`src/rtl/alu_selftest.sv`:
```
// Built-in self-test sequencer for a 4-bit ALU: walks a fixed 8-entry vector table and scores res_i.
// Optional build macro ALU_SELFTEST_STOP_ON_FAIL_EN ends the run at the first mismatching vector.
module alu_selftest #(
   parameter int SETTLE_CYCLES = 1
) (
   input  logic       clk,
   input  logic       rst,
   input  logic       start,
   input  logic [3:0] res_i,
   output logic [3:0] a_o,
   output logic [3:0] b_o,
   output logic [1:0] sel_o,
   output logic       busy,
   output logic       done,
   output logic       pass,
   output logic [3:0] fail_cnt,
   output logic [2:0] fail_idx
);

   typedef enum logic [1:0] {
      IDLE   = 2'd0,
      DRIVE  = 2'd1,
      SAMPLE = 2'd2,
      DONE   = 2'd3
   } state_t;

   typedef struct packed {
      logic [3:0] a;
      logic [3:0] b;
      logic [1:0] sel;
   } vec_t;

   localparam logic [3:0] SETTLE_LAST = 4'(SETTLE_CYCLES - 1);

   function automatic vec_t vec_lookup(input logic [2:0] idx);
      vec_t v;
      case (idx)
         3'd0:    v = {4'd3,  4'd1, 2'b00};
         3'd1:    v = {4'd15, 4'd2, 2'b00};
         3'd2:    v = {4'd7,  4'd3, 2'b01};
         3'd3:    v = {4'd7,  4'd8, 2'b01};
         3'd4:    v = {4'd8,  4'd2, 2'b10};
         3'd5:    v = {4'd7,  4'd1, 2'b10};
         3'd6:    v = {4'd14, 4'd3, 2'b11};
         3'd7:    v = {4'd10, 4'd2, 2'b11};
         default: v = {4'd0,  4'd0, 2'b00};
      endcase
      return v;
   endfunction

   function automatic logic [3:0] alu_golden(input logic [3:0] a, input logic [3:0] b,
                                             input logic [1:0] sel);
      logic [3:0] r;
      case (sel)
         2'b00:   r = a + b;
         2'b01:   r = a - b;
         2'b10:   r = a & b;
         2'b11:   r = a | b;
         default: r = 4'd0;
      endcase
      return r;
   endfunction

   state_t     state_r, state_s;
   logic [2:0] idx_r, idx_s;
   logic [3:0] settle_r, settle_s;
   logic [3:0] a_s, b_s;
   logic [1:0] sel_s;
   logic       busy_s, done_s, pass_s;
   logic [3:0] fail_cnt_s;
   logic [2:0] fail_idx_s;
   vec_t       cur_v, first_v, next_v;
   logic       mismatch_s;

   // Next-state and next-output logic; every register holds by default.
   always_comb begin
      state_s    = state_r;
      idx_s      = idx_r;
      settle_s   = settle_r;
      a_s        = a_o;
      b_s        = b_o;
      sel_s      = sel_o;
      busy_s     = busy;
      done_s     = done;
      fail_cnt_s = fail_cnt;
      fail_idx_s = fail_idx;
      cur_v      = vec_lookup(idx_r);
      first_v    = vec_lookup(3'd0);
      next_v     = vec_lookup(idx_r + 3'd1);
      mismatch_s = (res_i != alu_golden(cur_v.a, cur_v.b, cur_v.sel));

      case (state_r)
         IDLE, DONE: begin
            if (start) begin
               state_s    = DRIVE;
               idx_s      = 3'd0;
               settle_s   = 4'd0;
               a_s        = first_v.a;
               b_s        = first_v.b;
               sel_s      = first_v.sel;
               busy_s     = 1'b1;
               done_s     = 1'b0;
               fail_cnt_s = 4'd0;
               fail_idx_s = 3'd0;
            end else begin
               state_s = state_r;
            end
         end
         DRIVE: begin
            if (settle_r == SETTLE_LAST) begin
               state_s  = SAMPLE;
               settle_s = 4'd0;
            end else begin
               settle_s = settle_r + 4'd1;
            end
         end
         SAMPLE: begin
            settle_s = 4'd0;
            if (mismatch_s) begin
               if (fail_cnt != 4'd15) begin
                  fail_cnt_s = fail_cnt + 4'd1;
               end else begin
                  fail_cnt_s = fail_cnt;
               end
               // Only the first failure records its index.
               if (fail_cnt == 4'd0) begin
                  fail_idx_s = idx_r;
               end else begin
                  fail_idx_s = fail_idx;
               end
            end else begin
               fail_cnt_s = fail_cnt;
            end
`ifdef ALU_SELFTEST_STOP_ON_FAIL_EN
            if (mismatch_s || (idx_r == 3'd7)) begin
               state_s = DONE;
               busy_s  = 1'b0;
               done_s  = 1'b1;
            end else begin
               state_s = DRIVE;
               idx_s   = idx_r + 3'd1;
               a_s     = next_v.a;
               b_s     = next_v.b;
               sel_s   = next_v.sel;
            end
`else
            if (idx_r == 3'd7) begin
               state_s = DONE;
               busy_s  = 1'b0;
               done_s  = 1'b1;
            end else begin
               state_s = DRIVE;
               idx_s   = idx_r + 3'd1;
               a_s     = next_v.a;
               b_s     = next_v.b;
               sel_s   = next_v.sel;
            end
`endif
         end
         default: begin
            state_s = IDLE;
         end
      endcase

      pass_s = done_s & (fail_cnt_s == 4'd0);
   end

   // State, sequencing and output registers with asynchronous reset.
   always_ff @(posedge clk or posedge rst) begin
      if (rst) begin
         state_r  <= IDLE;
         idx_r    <= 3'd0;
         settle_r <= 4'd0;
         a_o      <= 4'd0;
         b_o      <= 4'd0;
         sel_o    <= 2'b00;
         busy     <= 1'b0;
         done     <= 1'b0;
         pass     <= 1'b0;
         fail_cnt <= 4'd0;
         fail_idx <= 3'd0;
      end else begin
         state_r  <= state_s;
         idx_r    <= idx_s;
         settle_r <= settle_s;
         a_o      <= a_s;
         b_o      <= b_s;
         sel_o    <= sel_s;
         busy     <= busy_s;
         done     <= done_s;
         pass     <= pass_s;
         fail_cnt <= fail_cnt_s;
         fail_idx <= fail_idx_s;
      end
   end

endmodule

```
`config.mk`:
```
export PLATFORM = sky130hd
export DESIGN_NAME = alu_selftest
export DESIGN_NICKNAME = d
export VERILOG_FILES = /design/src/rtl/alu_selftest.sv
export SDC_FILE = /design/constraint.sdc
export NUM_CORES = 1
export LEC_CHECK = 0
export BUFFER_PORTS_ARGS = -buffer_cell sky130_fd_sc_hd__buf_2
export CAP_MARGIN = 10
export CORE_ASPECT_RATIO = 0.9
export CORE_MARGIN = 2
export CORE_UTILIZATION = 50
export DETAILED_ROUTE_END_ITERATION = 6
export PLACE_DENSITY = 0.82
export SLEW_MARGIN = 30
export SYNTH_ARGS = -nofsm -noshare
export SYNTH_HDL_FRONTEND = slang
export SYNTH_SLANG_ARGS = --single-unit
```
`constraint.sdc`:
```
create_clock -name clk -period 6.35 [get_ports clk]
set_clock_uncertainty 0.2 [all_clocks]
set_input_delay 0.9525 -clock clk [delete_from_list [all_inputs] [get_ports clk]]
set_output_delay 0.9525 -clock clk [all_outputs]
set_load 0.01 [all_outputs]
```
==> metrics.md <==
| Metric | Value |
|---|---|
| Status | `completed` |
| Max clock buf depth | `2` |
| Seq/Total Area, Yosys | `37.0%` |
| First-pass GRT wire length | `roughly 6 mm` |
| Initial antenna violation count | `0` |
| Max IR drop VDD | `0.000265 V` |
| PostCTS Resize Cnt | `0` |
| Worst Setup End Kind | `flip-flop` |
| GRT Util Overall | `about a fifth` |
| Post-Syn Area | `1760 sq um` |
| Layout fillers | `~310` |
| HP Class | `flip-flop to flip-flop` |
| Dpl hpwl | `2.54 mm` |
| Top_reg_cell synth | `dfrtp_1` |
| Clock Sinks | `26` |
| Required @ worst endpoint | `6.30 ns` |
| Clock-pin transition on the worst setup and hold timing paths | `around 0.10 ns` |
| Post-route cell area | `around 1900 sq um` |
| Worst Path Buf+Inv | `2` |
| RSZ-0062 raised after global routing | `false` |
| Ant diodes | `0` |
| Max Slew Vio Count | `0` |
| Final Hold Vio Count | `0` |
| P_leak | `around 0.95 nW` |
| Arr. time, crit path | `3.21 ns` |
| EDFF count, synth | `0` |
| Max frequency | `0.307 GHz` |
| CP startpoint kind | `flip-flop` |
| Placed inst area | `1870 sq um` |
| Distinct cell type count after synthesis | `44` |
| Max-cap viol count | `0` |
| Wirelength per Cell | `13.8 um` |
| CP delay by family, top | `compound AO/OA/AOI/OAI gates` |
| Syn. warnings | `0` |
| CP Class | `flip-flop to flip-flop` |
| Synth Area in Simple Gates | `17.2%` |
| CORE AREA | `between 3000 and 4000 sq um` |
| Final WL | `3.39 mm` |
| Compound-Gate Fraction of Synth Area | `20.5%` |
| Critical Path Slowest Stage Cell | `dfrtp_1` |
| Syn avg cell area | `9.55 sq um` |
| Vias | `1326` |
| Crit-path cells | `inv_1 > ha_1 > a21oi_1 > inv_1 > ha_1 > or2_1 > and3_4 > o211ai_4 > a21o_1 > nand2b_1 > o31ai_2 > nor4_2` |
| Top-level I/O count | `27` |
| Initial DRT Pass Iterations | `4` |
| Synthesized net count | `208` |
| Drt drc | `0` |
| Vias in the first global route | `1271` |
| Placer Congestion | `0.847` |
| CTS tree | `done` |
| Worst-Margin Slew | `0.869 ns` |
| Clock buffer count from CTS | `3` |
| H-tree depth | `1` |
| Area growth syn-to-layout | `10.7%` |
| Die X | `about 67 um` |
| Post-synthesis mux area share | `1.71%` |
| Seq cells post-synth | `26` |
| Input/output buffers | `25` |
| Worst skew pair latency | `0.27 ns` |
| Setup TNS | `0 ns` |
| Die ar. | `between 4000 and 5000 sq um` |
| Antenna-violating nets left | `0` |
| Layout net count | `227` |
| Syn Inst Count | `184` |
| Largest net degree at the start of global routing | `27` |
| Share of layout cells above drive strength 1 | `approximately a fifth` |
| Final worst-path cycle share | `51.2%` |
| CP Max Fanout | `12` |
| Largest family of logic cells by synthesized area | `compound AO/OA/AOI/OAI gates` |
| Post-synth ARST share | `100%` |
| Final hold slack | `0.289 ns` |
| Relative slew slack | `41.8%` |
| Initial DRC count | `82` |
| Max incr delay on CP | `0.58 ns` |
| Final setup viols | `0` |
| Post-CTS Setup Bufs | `0` |
| Tmin final | `3.25 ns` |
| Placement row count | `20` |
| XOR/XNOR Fraction of Synth Area | `4.27%` |
| Cts hold-fix bufs | `0` |
| CTS root buffer | `clkbuf_8` |
| GRT overflow | `0` |
| Adder-cell share of the synthesized area | `approximately an eighth` |
| Power Density | `364 nW/um^2` |
| DIE HEIGHT | `60.3 um` |
| Initial Util | `around 52%` |
| Final Power | `708 uW` |
| Via density | `5.39` |
## layer usage
layer  up-vias  GRT usage, %  share of wire (%)  routed length [um]
met2        32          32.1                 46                1560
met5         -             0                  0                   0
met1       624          26.2                 49                1670
met4         0          1.17                  0                   0
li1        670             -                  -                   -
met3         0          4.14                4.7                 160
## worst reg2reg max path, delay by kind of cell, from the launching register on
kind	cells	cell delay [ns]
fa+ha+maj	2	0.60
flops	1	0.58
simple gates	4	0.59
compound gates	4	0.91
buf+inv	2	0.27
## cell usage in the layout, fill, tap and decap left out, types with 4 or more instances in the layout
master,instances
dfrtp_1,26
a22o_1,4
buf_2,25
a21oi_1,7
nor2_1,10
ha_1,17
inv_1,15
o31ai_1,5
o21ai_0,12
nand3_1,11
nand2b_1,6
nand2_1,12
## flip-flops by register name, summed over array words and instances, names as in the netlist
register,flops
state_r,2
sel_o,2
done,1
idx_r,1
busy,1
a_o,4
pass,1
settle_r,4
fail_cnt,4
fail_idx,3
b_o,3
## cell type report
| cell class | instances | area [sq um] | share of cell area (%) |
|---|---|---|---|
| Timing Repair Buffer | 25 | 125 | 6.43 |
| Multi-Input combinational cell | 131 | 983 | 50.5 |
| Clock buffer | 3 | 41.3 | 2.12 |
| Inverter | 16 | 60.1 | 3.09 |
| Sequential cell | 26 | 651 | 33.4 |
| Tap cell | 44 | 55.1 | 2.83 |
| Clock inverter | 1 | 30.0 | 1.54 |
## cells in the mapped netlist, types with 2 or more instances
library cell	n	area (sq um)
buf_4	3	22.5
nor2b_1	2	12.5
inv_1	16	60.1
mux2i_1	3	30.0
clkbuf_1	4	15.0
nor4b_1	2	17.5
or3_1	3	18.8
a21oi_2	3	26.3
nand2b_1	6	37.5
nor3_1	3	15.0
a21o_1	3	22.5
xor2_1	3	26.3
ha_1	17	213
o21ai_0	12	60.1
dfrtp_1	26	651
a211oi_2	2	25.0
nand2_1	12	45.0
nand3_1	11	55.1
a21oi_1	7	35.0
a22o_1	4	35.0
o211ai_1	2	15.0
nor2_1	10	37.5
xnor2_1	3	26.3
o31ai_1	5	37.5
buf_2	3	15.0
## power by group
part           switching [mW]  total [mW]  internal [mW]  leakage, nW
clock network          0.0525       0.137         0.0844       0.0357
registers              0.0310       0.223          0.192        0.338
logic                   0.215       0.349          0.134        0.573
## final timing paths
path,startpoint,depth (start not counted),endpoint,slack [ns]
hold / removal,b_o[0],1,b_o[0],0.29
min in group asynchronous,rst,2,settle_r[1],0.51
max in group asynchronous,rst,2,sel_o[0],5.07
setup / recovery,sel_o[0],12,pass,3.10
setup reg to reg,sel_o[0],12,pass,3.10
hold reg to reg,b_o[0],1,b_o[0],0.29
## logic make-up (layout without fill, tap and decap cells)
family | after synthesis | after routing
AO/OA/AOI/OAI | 47 | 47
XOR/XNOR | 7 | 7
adder cells (fa/ha/maj) | 17 | 17
buffers and inverters | 27 | 45
flip-flops | 26 | 26
multiplexers | 3 | 3
other | 1 | 1
AND/OR/NAND/NOR | 56 | 56
## stage by stage
step	utilization (%)	std cells	setup WS, ns
finish	57.6	246	3.10
global route	57.6	246	2.79
CTS	57.6	246	3.08
detailed placement	55.5	242	3.11
global placement	55.5	242	3.23
floorplan	-	184	3.37
Power figures use the tool's default switching activity.
